`src/rtl/mmio_uart_tx_pkg.sv`:
```
// Shared constants for the memory-mapped UART transmitter: register offsets,
// STATUS bit positions, default baud divisor, serializer state encoding.
package mmio_uart_tx_pkg;

  localparam logic [3:0] REG_DATA   = 4'h0;
  localparam logic [3:0] REG_STATUS = 4'h4;

  localparam int unsigned STAT_BUSY      = 32'd0;
  localparam int unsigned STAT_FULL      = 32'd1;
  localparam int unsigned STAT_EMPTY     = 32'd2;
  localparam int unsigned STAT_OVF       = 32'd3;
  localparam int unsigned STAT_COUNT_LSB = 32'd8;

  localparam int unsigned UART_CLKS_PER_BIT_DEF = 32'd217;

  typedef enum logic [1:0] {
    ST_IDLE  = 2'd0,
    ST_START = 2'd1,
    ST_DATA  = 2'd2,
    ST_STOP  = 2'd3
  } uart_state_e;

  function automatic logic [31:0] pack_status(input logic busy, input logic full,
                                              input logic empty, input logic ovf,
                                              input logic [4:0] count);
    logic [31:0] s;
    s = 32'h0000_0000;
    s[STAT_BUSY]            = busy;
    s[STAT_FULL]            = full;
    s[STAT_EMPTY]           = empty;
    s[STAT_OVF]             = ovf;
    s[STAT_COUNT_LSB +: 5]  = count;
    return s;
  endfunction

endpackage

```
`src/rtl/mmio_uart_tx_sync_fifo.sv`:
```
// Parameterised synchronous FIFO with first-word-fall-through read data.
// A push while full is accepted only when a pop happens in the same cycle.
module sync_fifo #(
  parameter int unsigned WIDTH = 32'd8,
  parameter int unsigned DEPTH = 32'd8,
  localparam int unsigned AW   = $clog2(DEPTH)
) (
  input  logic             clock,
  input  logic             reset,
  input  logic             push,
  input  logic             pop,
  input  logic [WIDTH-1:0] wdata,
  output logic [WIDTH-1:0] rdata,
  output logic             full,
  output logic             empty,
  output logic [AW:0]      count
);

  localparam logic [AW-1:0] PTR_ONE  = AW'(32'd1);
  localparam logic [AW:0]   CNT_ONE  = (AW + 1)'(32'd1);
  localparam logic [AW:0]   CNT_FULL = (AW + 1)'(DEPTH);

  logic [WIDTH-1:0] mem_r [DEPTH];
  logic [AW-1:0]    wr_ptr_r;
  logic [AW-1:0]    rd_ptr_r;
  logic [AW:0]      count_r;
  logic             push_ok_s;
  logic             pop_ok_s;

  assign empty     = (count_r == {(AW + 1){1'b0}});
  assign full      = (count_r == CNT_FULL);
  assign count     = count_r;
  assign rdata     = mem_r[rd_ptr_r];
  assign pop_ok_s  = pop && !empty;
  assign push_ok_s = push && (!full || pop_ok_s);

  // Storage, pointers and occupancy count
  always_ff @(posedge clock) begin
    if (!reset) begin
      wr_ptr_r <= {AW{1'b0}};
      rd_ptr_r <= {AW{1'b0}};
      count_r  <= {(AW + 1){1'b0}};
    end else begin
      if (push_ok_s) begin
        mem_r[wr_ptr_r] <= wdata;
        wr_ptr_r        <= wr_ptr_r + PTR_ONE;
      end
      if (pop_ok_s) begin
        rd_ptr_r <= rd_ptr_r + PTR_ONE;
      end
      case ({push_ok_s, pop_ok_s})
        2'b10:   count_r <= count_r + CNT_ONE;
        2'b01:   count_r <= count_r - CNT_ONE;
        default: count_r <= count_r;
      endcase
    end
  end

endmodule

```
`src/rtl/mmio_uart_tx.sv`:
```
// Memory-mapped transmit-only 8N1 UART: DATA stores feed a byte FIFO, STATUS reports state.
// Define UART_SIM_PRINT_EN to echo every accepted byte to the simulator console.
module mmio_uart_tx
  import mmio_uart_tx_pkg::*;
#(
  parameter int unsigned CLKS_PER_BIT = UART_CLKS_PER_BIT_DEF,
  parameter int unsigned FIFO_DEPTH   = 32'd8
) (
  input  logic        clock,
  input  logic        reset,
  input  logic        mem_wr_en,
  input  logic        mem_rd_en,
  input  logic [3:0]  mem_addr,
  input  logic [31:0] mem_wdata,
  output logic [31:0] mem_rdata,
  output logic        tx
);

  localparam int unsigned   CW        = $clog2(CLKS_PER_BIT);
  localparam int unsigned   AW        = $clog2(FIFO_DEPTH);
  localparam logic [CW-1:0] BAUD_MAX  = CW'(CLKS_PER_BIT - 32'd1);
  localparam logic [CW-1:0] BAUD_ONE  = CW'(32'd1);
  localparam logic [CW-1:0] BAUD_ZERO = CW'(32'd0);

  uart_state_e   state_r;
  uart_state_e   next_state_s;
  logic [CW-1:0] baud_r;
  logic [2:0]    bit_idx_r;
  logic [7:0]    shift_r;
  logic          tx_r;
  logic          tx_s;
  logic          ovf_r;
  logic [31:0]   rdata_r;
  logic          pop_s;
  logic          full_s;
  logic          empty_s;
  logic [AW:0]   count_s;
  logic [7:0]    head_s;
  logic          wr_data_s;
  logic          drop_s;
  logic          ovf_clr_s;
  logic          baud_zero_s;
  logic          busy_s;
  logic          unused_s;

  assign wr_data_s   = mem_wr_en && (mem_addr == REG_DATA);
  assign drop_s      = wr_data_s && full_s && !pop_s;
  assign ovf_clr_s   = mem_wr_en && (mem_addr == REG_STATUS) && mem_wdata[STAT_OVF];
  assign baud_zero_s = (baud_r == BAUD_ZERO);
  assign busy_s      = (state_r != ST_IDLE) || !empty_s;
  assign unused_s    = ^mem_wdata[31:8];
  assign tx          = tx_r;
  assign mem_rdata   = rdata_r;

  sync_fifo #(.WIDTH(32'd8), .DEPTH(FIFO_DEPTH)) u_fifo (
    .clock (clock),
    .reset (reset),
    .push  (wr_data_s),
    .pop   (pop_s),
    .wdata (mem_wdata[7:0]),
    .rdata (head_s),
    .full  (full_s),
    .empty (empty_s),
    .count (count_s)
  );

  // Serializer next state, FIFO pop request and line level for the current state
  always_comb begin
    next_state_s = state_r;
    pop_s        = 1'b0;
    tx_s         = 1'b1;
    case (state_r)
      ST_IDLE: begin
        if (!empty_s) begin
          pop_s        = 1'b1;
          next_state_s = ST_START;
        end else begin
          next_state_s = ST_IDLE;
        end
      end
      ST_START: begin
        tx_s = 1'b0;
        if (baud_zero_s) next_state_s = ST_DATA;
        else             next_state_s = ST_START;
      end
      ST_DATA: begin
        tx_s = shift_r[bit_idx_r];
        if (baud_zero_s && (bit_idx_r == 3'd7)) next_state_s = ST_STOP;
        else                                    next_state_s = ST_DATA;
      end
      ST_STOP: begin
        if (baud_zero_s) next_state_s = ST_IDLE;
        else             next_state_s = ST_STOP;
      end
      default: begin
        next_state_s = ST_IDLE;
      end
    endcase
  end

  // Serializer state, baud timing and registered line output
  always_ff @(posedge clock) begin
    if (!reset) begin
      state_r   <= ST_IDLE;
      baud_r    <= BAUD_ZERO;
      bit_idx_r <= 3'd0;
      shift_r   <= 8'h00;
      tx_r      <= 1'b1;
    end else begin
      state_r <= next_state_s;
      tx_r    <= tx_s;
      if (state_r == ST_IDLE) begin
        baud_r    <= BAUD_MAX;
        bit_idx_r <= 3'd0;
        if (pop_s) shift_r <= head_s;
      end else if (baud_zero_s) begin
        baud_r <= BAUD_MAX;
        if (state_r == ST_DATA) bit_idx_r <= bit_idx_r + 3'd1;
      end else begin
        baud_r <= baud_r - BAUD_ONE;
      end
    end
  end

  // Sticky overflow flag and registered load data; a set beats a same-cycle clear
  always_ff @(posedge clock) begin
    if (!reset) begin
      ovf_r   <= 1'b0;
      rdata_r <= 32'h0000_0000;
    end else begin
      if (drop_s)         ovf_r <= 1'b1;
      else if (ovf_clr_s) ovf_r <= 1'b0;
      if (mem_rd_en) begin
        case (mem_addr)
          REG_STATUS: rdata_r <= pack_status(busy_s, full_s, empty_s, ovf_r, 5'(count_s));
          default:    rdata_r <= 32'h0000_0000;
        endcase
      end
    end
  end

`ifdef UART_SIM_PRINT_EN
  // Console mirror of accepted bytes
  always @(posedge clock) begin
    if (reset && wr_data_s && !drop_s) $write("%c", mem_wdata[7:0]);
  end
`endif

endmodule

```
`config.mk`:
```
export PLATFORM = sky130hd
export DESIGN_NAME = mmio_uart_tx
export DESIGN_NICKNAME = d
export VERILOG_FILES = /design/src/rtl/mmio_uart_tx_pkg.sv /design/src/rtl/mmio_uart_tx_sync_fifo.sv /design/src/rtl/mmio_uart_tx.sv
export SDC_FILE = /design/constraint.sdc
export NUM_CORES = 1
export LEC_CHECK = 0
export BUFFER_PORTS_ARGS = -buffer_cell sky130_fd_sc_hd__buf_2
export CORE_MARGIN = 3
export CORE_UTILIZATION = 60
export DETAILED_ROUTE_END_ITERATION = 16
export PLACE_DENSITY_LB_ADDON = 0.2
export SYNTH_ARGS = -nofsm -noshare
export SYNTH_HDL_FRONTEND = slang
export SYNTH_SLANG_ARGS = --single-unit
export TNS_END_PERCENT = 1
```
`constraint.sdc`:
```
create_clock -name clock -period 5.1 [get_ports clock]
set_input_delay 0.51 -clock clock [delete_from_list [all_inputs] [get_ports clock]]
set_output_delay 0.51 -clock clock [all_outputs]
set_load 0.02 [all_outputs]
```
==> Word-level counts from Yosys, hierarchy flattened <==
Memories as Yosys holds them, arrays and structs flattened. A register that Yosys moved wholly into a read port is not among the register bits.
Index checks and enable logic that the tools add are counted.
Widths: inputs -> output; s select.
{ "totals": {"ff_bits": 57, "ramBits": 64, "out_inout_bits": 33, "memories": 1} }
{ "mem_list": {"columns": ["name", "words", "word_bits", "rd", "rd_ports_with_merged_regs", "write_ports", "line_no", "text"], "rows": [
  ["u_fifo.mem_r", 8, 8, 1, 1, 1, "mmio_uart_tx_sync_fifo.sv:23", "logic [WIDTH-1:0] mem_r [DEPTH];"]
]} }
{ "classes": {"n_addsub": 6, "magnitude_cmp": 1, "n_eq_ne": 8, "mux": 19, "n_bitwise": 1, "reduce_logical": 25} }
{ "ops": {"columns": ["operator", "count"], "rows": [
  ["$mux 8", 2],
  ["$mux 12", 1],
  ["$mux 1", 10],
  ["$add 3x1->3 const B", 3],
  ["$logic_and 1x1->1", 8],
  ["$logic_not 4->1", 2],
  ["$logic_not 8->1", 1],
  ["$pmux 2 s4", 1],
  ["$pmux 4 s2", 1],
  ["$sub 8x1->8 const B", 1],
  ["$eq 2x2->1 const B", 3],
  ["$reduce_bool 2->1", 3],
  ["$add 4x1->4 const B", 1],
  ["$eq 2x1->1 const B", 2],
  ["$eq 4x3->1 const B", 1],
  ["$eq 4x4->1 const B", 1],
  ["$logic_not 1->1", 4],
  ["$lt 3x4->1 const B", 1],
  ["$mux 2", 2],
  ["$reduce_and 2->1", 2],
  ["$sub 4x1->4 const B", 1],
  ["$bmux 1 s3", 1],
  ["$eq 3x3->1 const B", 1],
  ["$reduce_or 3->1", 1],
  ["5 further kinds", 6]
]} }

==> Logic depth before layout (Yosys ltp) <==
Gate-level depths: netlist of the first run.
{ "logic_depth": {"ltp_word": 9, "depth_mapped": 9, "ltp_nobuf": 7} }

==> By module <==
From an unflattened synthesis of the first run, not the netlist that was laid out.
{ "hier_totals": {"hier_cells": 359, "area_unflattened_um2": 4812.1} }
{ "by_module_without_submodules": {"columns": ["module", "n_inst", "cells_per_inst", "area_per_inst_um2"], "rows": [
  ["sync_fifo", 1, 178, 3220.6],
  ["mmio_uart_tx", 1, 181, 1591.5]
]} }

==> Worst setup path before layout of the first run <==
Ideal clock, no wire load.
{ "synth_path": {"path_kind": "in2reg", "start": "input port mem_addr[3]", "end": "memory u_fifo.mem_r[1][0] in the netlist's numbering (enable)", "setup_time_ns": 0.395, "arrival_time_ns": 1.909, "required_ns": 4.705, "setup_slack_ns": 2.796, "cell_stages": 3, "cell_sequence": "nor3_4 > o211ai_4 > nor4_1"} }
{ "synth_via": {"elab_chain_cells": 6} }
{ "synth_rtl": {"columns": ["element", "line_no", "text"], "rows": [
  ["start: declaration", "mmio_uart_tx.sv:13", "input logic [3:0] mem_addr,"],
  ["$logic_not 4->1", "mmio_uart_tx.sv:46", "assign wr_data_s = mem_wr_en && (mem_addr == REG_DATA);"],
  ["$logic_and 1x1->1", "mmio_uart_tx.sv:46", null],
  ["$logic_and 1x1->1", "mmio_uart_tx_sync_fifo.sv:35", "assign push_ok_s = push && (!full || pop_ok_s);"],
  ["$mux 1", "mmio_uart_tx_sync_fifo.sv:44", "if (push_ok_s) begin"],
  ["$mux 1", "mmio_uart_tx_sync_fifo.sv:39", "if (!reset) begin"],
  ["$mux 1 (implied by the code)", "mmio_uart_tx_sync_fifo.sv:45", "mem_r[wr_ptr_r] <= wdata;"],
  ["end: declaration", "mmio_uart_tx_sync_fifo.sv:23", null]
]} }
No other way between the ends.

==> Worst setup path in the final report of the first run <==
{ "layout_path": {"start": "input port reset", "end": "memory u_fifo.mem_r[0][4] in the netlist's numbering (enable)"} }
{ "layout_via": {"elab_chain_cells": 2} }
{ "layout_rtl": {"columns": ["element", "line_no", "text"], "rows": [
  ["start: declaration", "mmio_uart_tx.sv:10", "input logic reset,"],
  ["$mux 1", "mmio_uart_tx_sync_fifo.sv:39", null],
  ["$mux 1 (implied by the code)", "mmio_uart_tx_sync_fifo.sv:45", null]
]} }
No other way between the ends.

==> run_results.csv, run 1 <==
group,metric,value,unit
status,status,"complete, no violations",
cells_and_area,layout.cells.non_filler,467,
cells_and_area,syn_to_final_growth,5.91,%
clocking,cts_max_path_buffers,2,
place,gp_congestion,0.722,
synthesis,ys_types,56,
global_routing,grt-ovfl-total,0,
global_routing,grt_pass1_vias,2428,
floorplanning,die_area,8790,um^2
power_and_ir_drop,p_int,1.35,mW
clocking,htree_levels,3,
synthesis,synth_area_leader_cell,"edfxtp_1",
power_and_ir_drop,clockPowerShare,25.0,%
detailed_routing,wl,7540,um
clocking,cts_buffers,9,
floorplanning,core,7370,um^2
detailed_routing,drc,0,
synthesis,synthAdderAreaFrac,1.63,%
setup_path,crit_path_start_kind,"primary input",
place,postPlaceCellArea,4700,um^2
timing,fin_tns_setup,0,ns
power_and_ir_drop,p_comb_share,22.7,%
timing,slew_viol_final,0,
cells_and_area,drive_gt1_share,20.9,%
floorplanning,io_pins,73,
setup_path,cp-end-kind,"register",
synthesis,syn-cell-area,4620,um^2
setup_path,cp_max_fo,48,
power_and_ir_drop,pwr_density_cell,398,nW/um^2
timing,fmax,0.431,GHz
floorplanning,fp.dieH,93.7,um
power_and_ir_drop,power.leakage,1.71,nW
synthesis,synthTopCellsByArea,"edfxtp_1, dfxtp_1, mux4_2, buf_4, mux2i_1",
synthesis,ys_ff_latch,105,
synthesis,synth_top_cells_by_count,"edfxtp_1, dfxtp_1, buf_4",
setup_path,r2r_slack,2.98,ns
cells_and_area,final_nets,409,
synthesis,synthArstFlopShare,0,%
clocking,cts_setup_buffers,0,
synthesis,synth-simple-area-share,11.1,%
global_routing,grt_max_degree,49,
global_routing,grt_first_pass_wirelength,12200,um
cells_and_area,post-route-cell-area,4890,um^2
global_routing,gr-usage-all-layers,18.3,%
worst_hold_path,hp-class,"in -> reg",
floorplanning,start_util,62.7,%
floorplanning,fp-row-count,31,
clocking,clk_latency,0.36,ns
power_and_ir_drop,switchingPower,601,uW
global_routing,grt_antenna_before_repair,0,
synthesis,synth_top_family_by_area,"multiplexers",
place,dpl.cell_count,451,
clocking,cts_resized,0,
synthesis,synthCells,343,
setup_path,cp.required,5.09,ns
clocking,holdBufCountCts,0,
detailed_routing,vias_per_cell,5.58,
timing,hold_viol_final,0,
power_and_ir_drop,ir_drop,0.165,mV
timing,rsz0062_at_grt,"no",
detailed_routing,first_pass_iters,4,
detailed_routing,ant_nets,0,
place,dp_hpwl,4960,um
timing,finClkSkew,0.0128,ns
clocking,tritoncts,"yes",
synthesis,synth_compound_gate_area_share,7.40,%
synthesis,post-synth-top-count-cell,"edfxtp_1",
job,maxCapViolCount,0,
synthesis,synth_top_area_share,41.6,%
power_and_ir_drop,p_seq_share,52.3,%
place,io_buffers,24,
timing,slew_headroom,40.6,%
timing,post-route-min-period,2.32,ns
synthesis,synth-edff-count,64,
cells_and_area,n_antenna_cell,0,
power_and_ir_drop,switching_share,30.9,%
synthesis,ys_warn_count,0,
synthesis,muxShareOfSynthArea,11.9,%
synthesis,avgSynthCellArea,13.5,um^2
detailed_routing,first_iter_violations,142,
clocking,cts-root-buf,"clkbuf_8",
setup_path,worstPathArrival,2.31,ns
clocking,cts_num_sinks,105,
timing,finalSetupViolations,0,
timing,worst_slew_pin_slew,0.886,ns
timing,period_share,45.5,%
cells_and_area,nFillCells,552,
clocking,clk_pin_slew_worst_paths,0.10,ns
synthesis,yosysSeqAreaShare,59.4,%
detailed_routing,via_count,2604,
floorplanning,fp.dieW,93.7,um
detailed_routing,wl_per_cell,16.2,um
synthesis,synthXorXnorAreaFrac,1.90,%
setup_path,critPathKind,"in -> reg",
synthesis,synth_top_flop_cell,"edfxtp_1",
[state kept, by name, summed over array words and instances (netlist names), 2 cells and up]
name,cells
state_r,2
u_fifo.count,4
baud_r,8
shift_r,8
bit_idx_r,3
u_fifo.mem_r,64
u_fifo.wr_ptr_r,3
u_fifo.rd_ptr_r,3
mem_rdata,8
[metrics by stage]
| stage | total power [mW] | hold WS, ns | worst slack [ns] | utilization (%) |
|---|---|---|---|---|
| after floorplan | 1.43 | 0.425 | 2.80 | - |
| after global placement | 1.47 | 0.443 | 2.44 | 63.8 |
| after detailed placement | 1.48 | 0.447 | 2.41 | 63.8 |
| after CTS | 1.96 | 0.387 | 2.81 | 66.4 |
| after global routing | 2.05 | 0.398 | 2.69 | 66.4 |
| final | 1.95 | 0.405 | 2.78 | 66.4 |
[worst max-delay path: stages]
cell and delay, ns:
buf_2 0.56, or3b_2 0.54, nor3_2 0.69
[cell type report]
cell class	instances	area (um^2)	share of cell area (%)
Sequential cell	105	2740	56.1
Tap cell	99	124	2.53
Clock inverter	7	65.1	1.33
Multi-Input combinational cell	214	1660	34.0
Inverter	4	15.0	0.307
Timing Repair Buffer	29	158	3.22
Clock buffer	9	124	2.53
[worst paths after layout]
check / depth (start not counted) / to / start
worst max-delay path: 3 / u_fifo.mem_r[0][4]$_DFFE_PP_ / reset
worst min-delay path: 1 / u_fifo.mem_r[3][5]$_DFFE_PP_ / mem_wdata[5]
worst max register to register: 7 / u_fifo.count[2]$_SDFFE_PN0P_ / state_r[1]$_SDFF_PN0_
worst min register to register: 1 / baud_r[0]$_SDFF_PP0_ / baud_r[0]$_SDFF_PP0_
[layer usage]
metal / wire length, um / track usage (%) / up-vias
li1: - / - / 1263
met1: 3560 / 26.0 / 1271
met2: 3600 / 28.7 / 60
met3: 292 / 3.85 / 10
met4: 94 / 5.42 / 0
met5: 0 / 0 / -
[power groups by stage]
stage | clock, mW | combinational (mW) | sequential, mW
global placement | 0 | 0.434 | 1.04
finish | 0.486 | 0.442 | 1.02
detailed placement | 0 | 0.443 | 1.04
floorplan | 0 | 0.419 | 1.01
CTS | 0.497 | 0.445 | 1.02
global route | 0.533 | 0.493 | 1.03
[logic make-up (layout without fill, tap and decap cells)]
| logic type | count (synthesis) | count (layout) |
|---|---|---|
| flip-flops | 105 | 105 |
| XOR/XNOR | 10 | 10 |
| AO/OA/AOI/OAI | 50 | 50 |
| other | 1 | 24 |
| multiplexers | 32 | 32 |
| adder cells (fa/ha/maj) | 6 | 6 |
| AND/OR/NAND/NOR | 92 | 92 |
| buffers and inverters | 47 | 49 |
[placed cells by master (no fill, tap or decap), drive strengths merged, types with 4 or more instances in the layout]
cell type and count:
a21boi 13, a21oi 9, and2 5, and3 4, buf 29, clkbuf 9
clkinv 4, conb 24, dfxtp 41, edfxtp 64, ha 6, inv 7
mux2i 12, mux4 18, nand2 21, nand2b 11, nand3 11, nor2 13
nor3 7, nor4 4, o21ai 14, xnor2 7
Power figures use the tool's default switching activity.
==> run 2, diff against run 1 <==
- CORE_UTILIZATION: 60 -> 56
- clock period: 5.1 -> 2.3 ns (I/O delays scaled with it)
==> run 2 against run 1 <==
Against the previous run:
- non-clock buffer count rose by 9
- critical path type is now reg -> reg
- flip-flop and latch count stayed put
- sequential share of layout area is 0.58 points lower
- clock skew shrank 0.0011 ns
- die area rose by 6.7%
- clock power increased by 110%
- worst hold slack worse by 0.27 ns
- core utilization decreased by 3.4 points
- worst setup slack worse by 2.5 ns
- power increased by 120%
- combinational power increased by 140%
- final area grew 1.0%
==> run_results.csv, run 2 (synthesized netlist as in run 1, its figures left out) <==
group,metric,value,unit
cells_and_area,largest_reg_flops,64,
setup_path,crit_buf_inv,0,
timing,post-route-min-period,2.01,ns
detailed_routing,first_iter_violations,119,
clocking,clk_pin_slew_worst_paths,0.10,ns
timing,slew_headroom,47.4,%
timing,finClkSkew,0.0116,ns
global_routing,grt_antenna_before_repair,0,
cells_and_area,drive_gt1_share,22.0,%
detailed_routing,vias_per_cell,5.46,
detailed_routing,wl_per_cell,16.0,um
timing,period_share,87.4,%
setup_path,cp.required,2.29,ns
timing,finalSetupViolations,0,
place,gp_congestion,0.777,
global_routing,grt-ovfl-total,0,
clocking,cts_num_sinks,105,
power_and_ir_drop,ir_drop,0.394,mV
cells_and_area,final_nets,418,
setup_path,path_cells,"o21ai_2 -> o2111ai_1 -> nor2_1",
timing,fmax,0.497,GHz
floorplanning,core,7850,um^2
place,io_buffers,24,
global_routing,gr-usage-all-layers,17.1,%
timing,fin_tns_setup,0,ns
setup_path,cp-end-kind,"register",
floorplanning,io_pins,73,
cells_and_area,n_antenna_cell,0,
detailed_routing,via_count,2617,
clocking,holdBufCountCts,0,
floorplanning,fp.dieH,96.8,um
setup_path,worstPathArrival,2.00,ns
power_and_ir_drop,power.leakage,1.74,nW
floorplanning,start_util,58.8,%
clocking,cts_resized,0,
global_routing,grt_first_pass_wirelength,12600,um
worst_hold_path,hp-class,"in -> reg",
detailed_routing,drc,0,
floorplanning,die_area,9370,um^2
timing,rsz0062_at_grt,"no",
power_and_ir_drop,power,4.32,mW
clocking,clk_latency,0.36,ns
detailed_routing,first_pass_iters,6,
status,status,"complete, no violations",
clocking,cts_setup_buffers,0,
clocking,cts_max_path_buffers,2,
detailed_routing,wl,7680,um
timing,slew_viol_final,0,
cells_and_area,largest_register,"u_fifo.mem_r",
power_and_ir_drop,pwr_density_cell,874,nW/um^2
setup_path,critPathSlowestCell,"nor2_1",
setup_path,crit_path_start_kind,"register",
clocking,htree_levels,3,
timing,worst_slew_pin_slew,0.786,ns
clocking,cts_buffers,9,
place,dp_hpwl,4980,um
cells_and_area,syn_to_final_growth,7.02,%
clocking,cts-root-buf,"clkbuf_8",
floorplanning,fp-row-count,32,
global_routing,grt_pass1_vias,2559,
cells_and_area,layout_commonest_cell,"edfxtp_1",
floorplanning,fp.dieW,96.8,um
setup_path,crit_family,"simple AND/OR/NAND/NOR gates",
job,maxCapViolCount,0,
clocking,tritoncts,"yes",
setup_path,critPathKind,"reg -> reg",
global_routing,grt_max_degree,47,
detailed_routing,ant_nets,0,
setup_path,max_stage_delay,0.67,ns
cells_and_area,layout_common_cells,"edfxtp_1, dfxtp_1, conb_1, buf_2, nand2_1",
timing,hold_viol_final,0,
setup_path,cp_max_fo,10,
[run 2: power breakdown]
part,switching [mW],total [mW],internal [mW]
clock network,0.626,1.04,0.412
logic,0.580,1.07,0.489
registers,0.0978,2.21,2.11
total,1.30,4.32,3.01
[run 2: layer usage]
layer  vias up  routed length [um]  track usage (%)  part of all wire, %
met5         -                   0                0                    0
met4         0                 118             6.80                  1.5
met1      1278                3660             23.8                   48
met3         9                 294             3.17                  3.8
met2        52                3610             26.6                   47
li1       1278                   -                -                    -
[run 2: metrics by stage]
stage	setup WS, ns	instance area (um^2)	hold slack [ns]	util (%)	instances
floorplan	0.198	4700	0.329	-	366
global placement	0.322	4760	0.438	60.7	463
detailed placement	0.308	4760	0.448	60.7	463
CTS	0.285	4940	0.122	63.0	479
global route	0.133	4940	0.129	63.0	479
finish	0.289	4940	0.136	63.0	479
[run 2: worst paths after layout]
path,end,cells past startpoint,startpoint,slack (ns)
max reg2reg,u_fifo.mem_r[4][0]$_DFFE_PP_,3,state_r[1]$_SDFF_PN0_,0.29
max,u_fifo.mem_r[4][0]$_DFFE_PP_,3,state_r[1]$_SDFF_PN0_,0.29
min reg2reg,baud_r[0]$_SDFF_PP0_,1,baud_r[0]$_SDFF_PP0_,0.46
min,u_fifo.mem_r[5][1]$_DFFE_PP_,1,mem_wdata[1],0.14
[run 2: layout make-up]
class                           count  area [um^2]
Fill cell                         602         2910
Sequential cell                   105         2740
Clock buffer                       10          128
Tap cell                          102          128
Multi-Input combinational cell    214         1650
Inverter                            4         15.0
Timing Repair Buffer               38          225
Clock inverter                      6         51.3
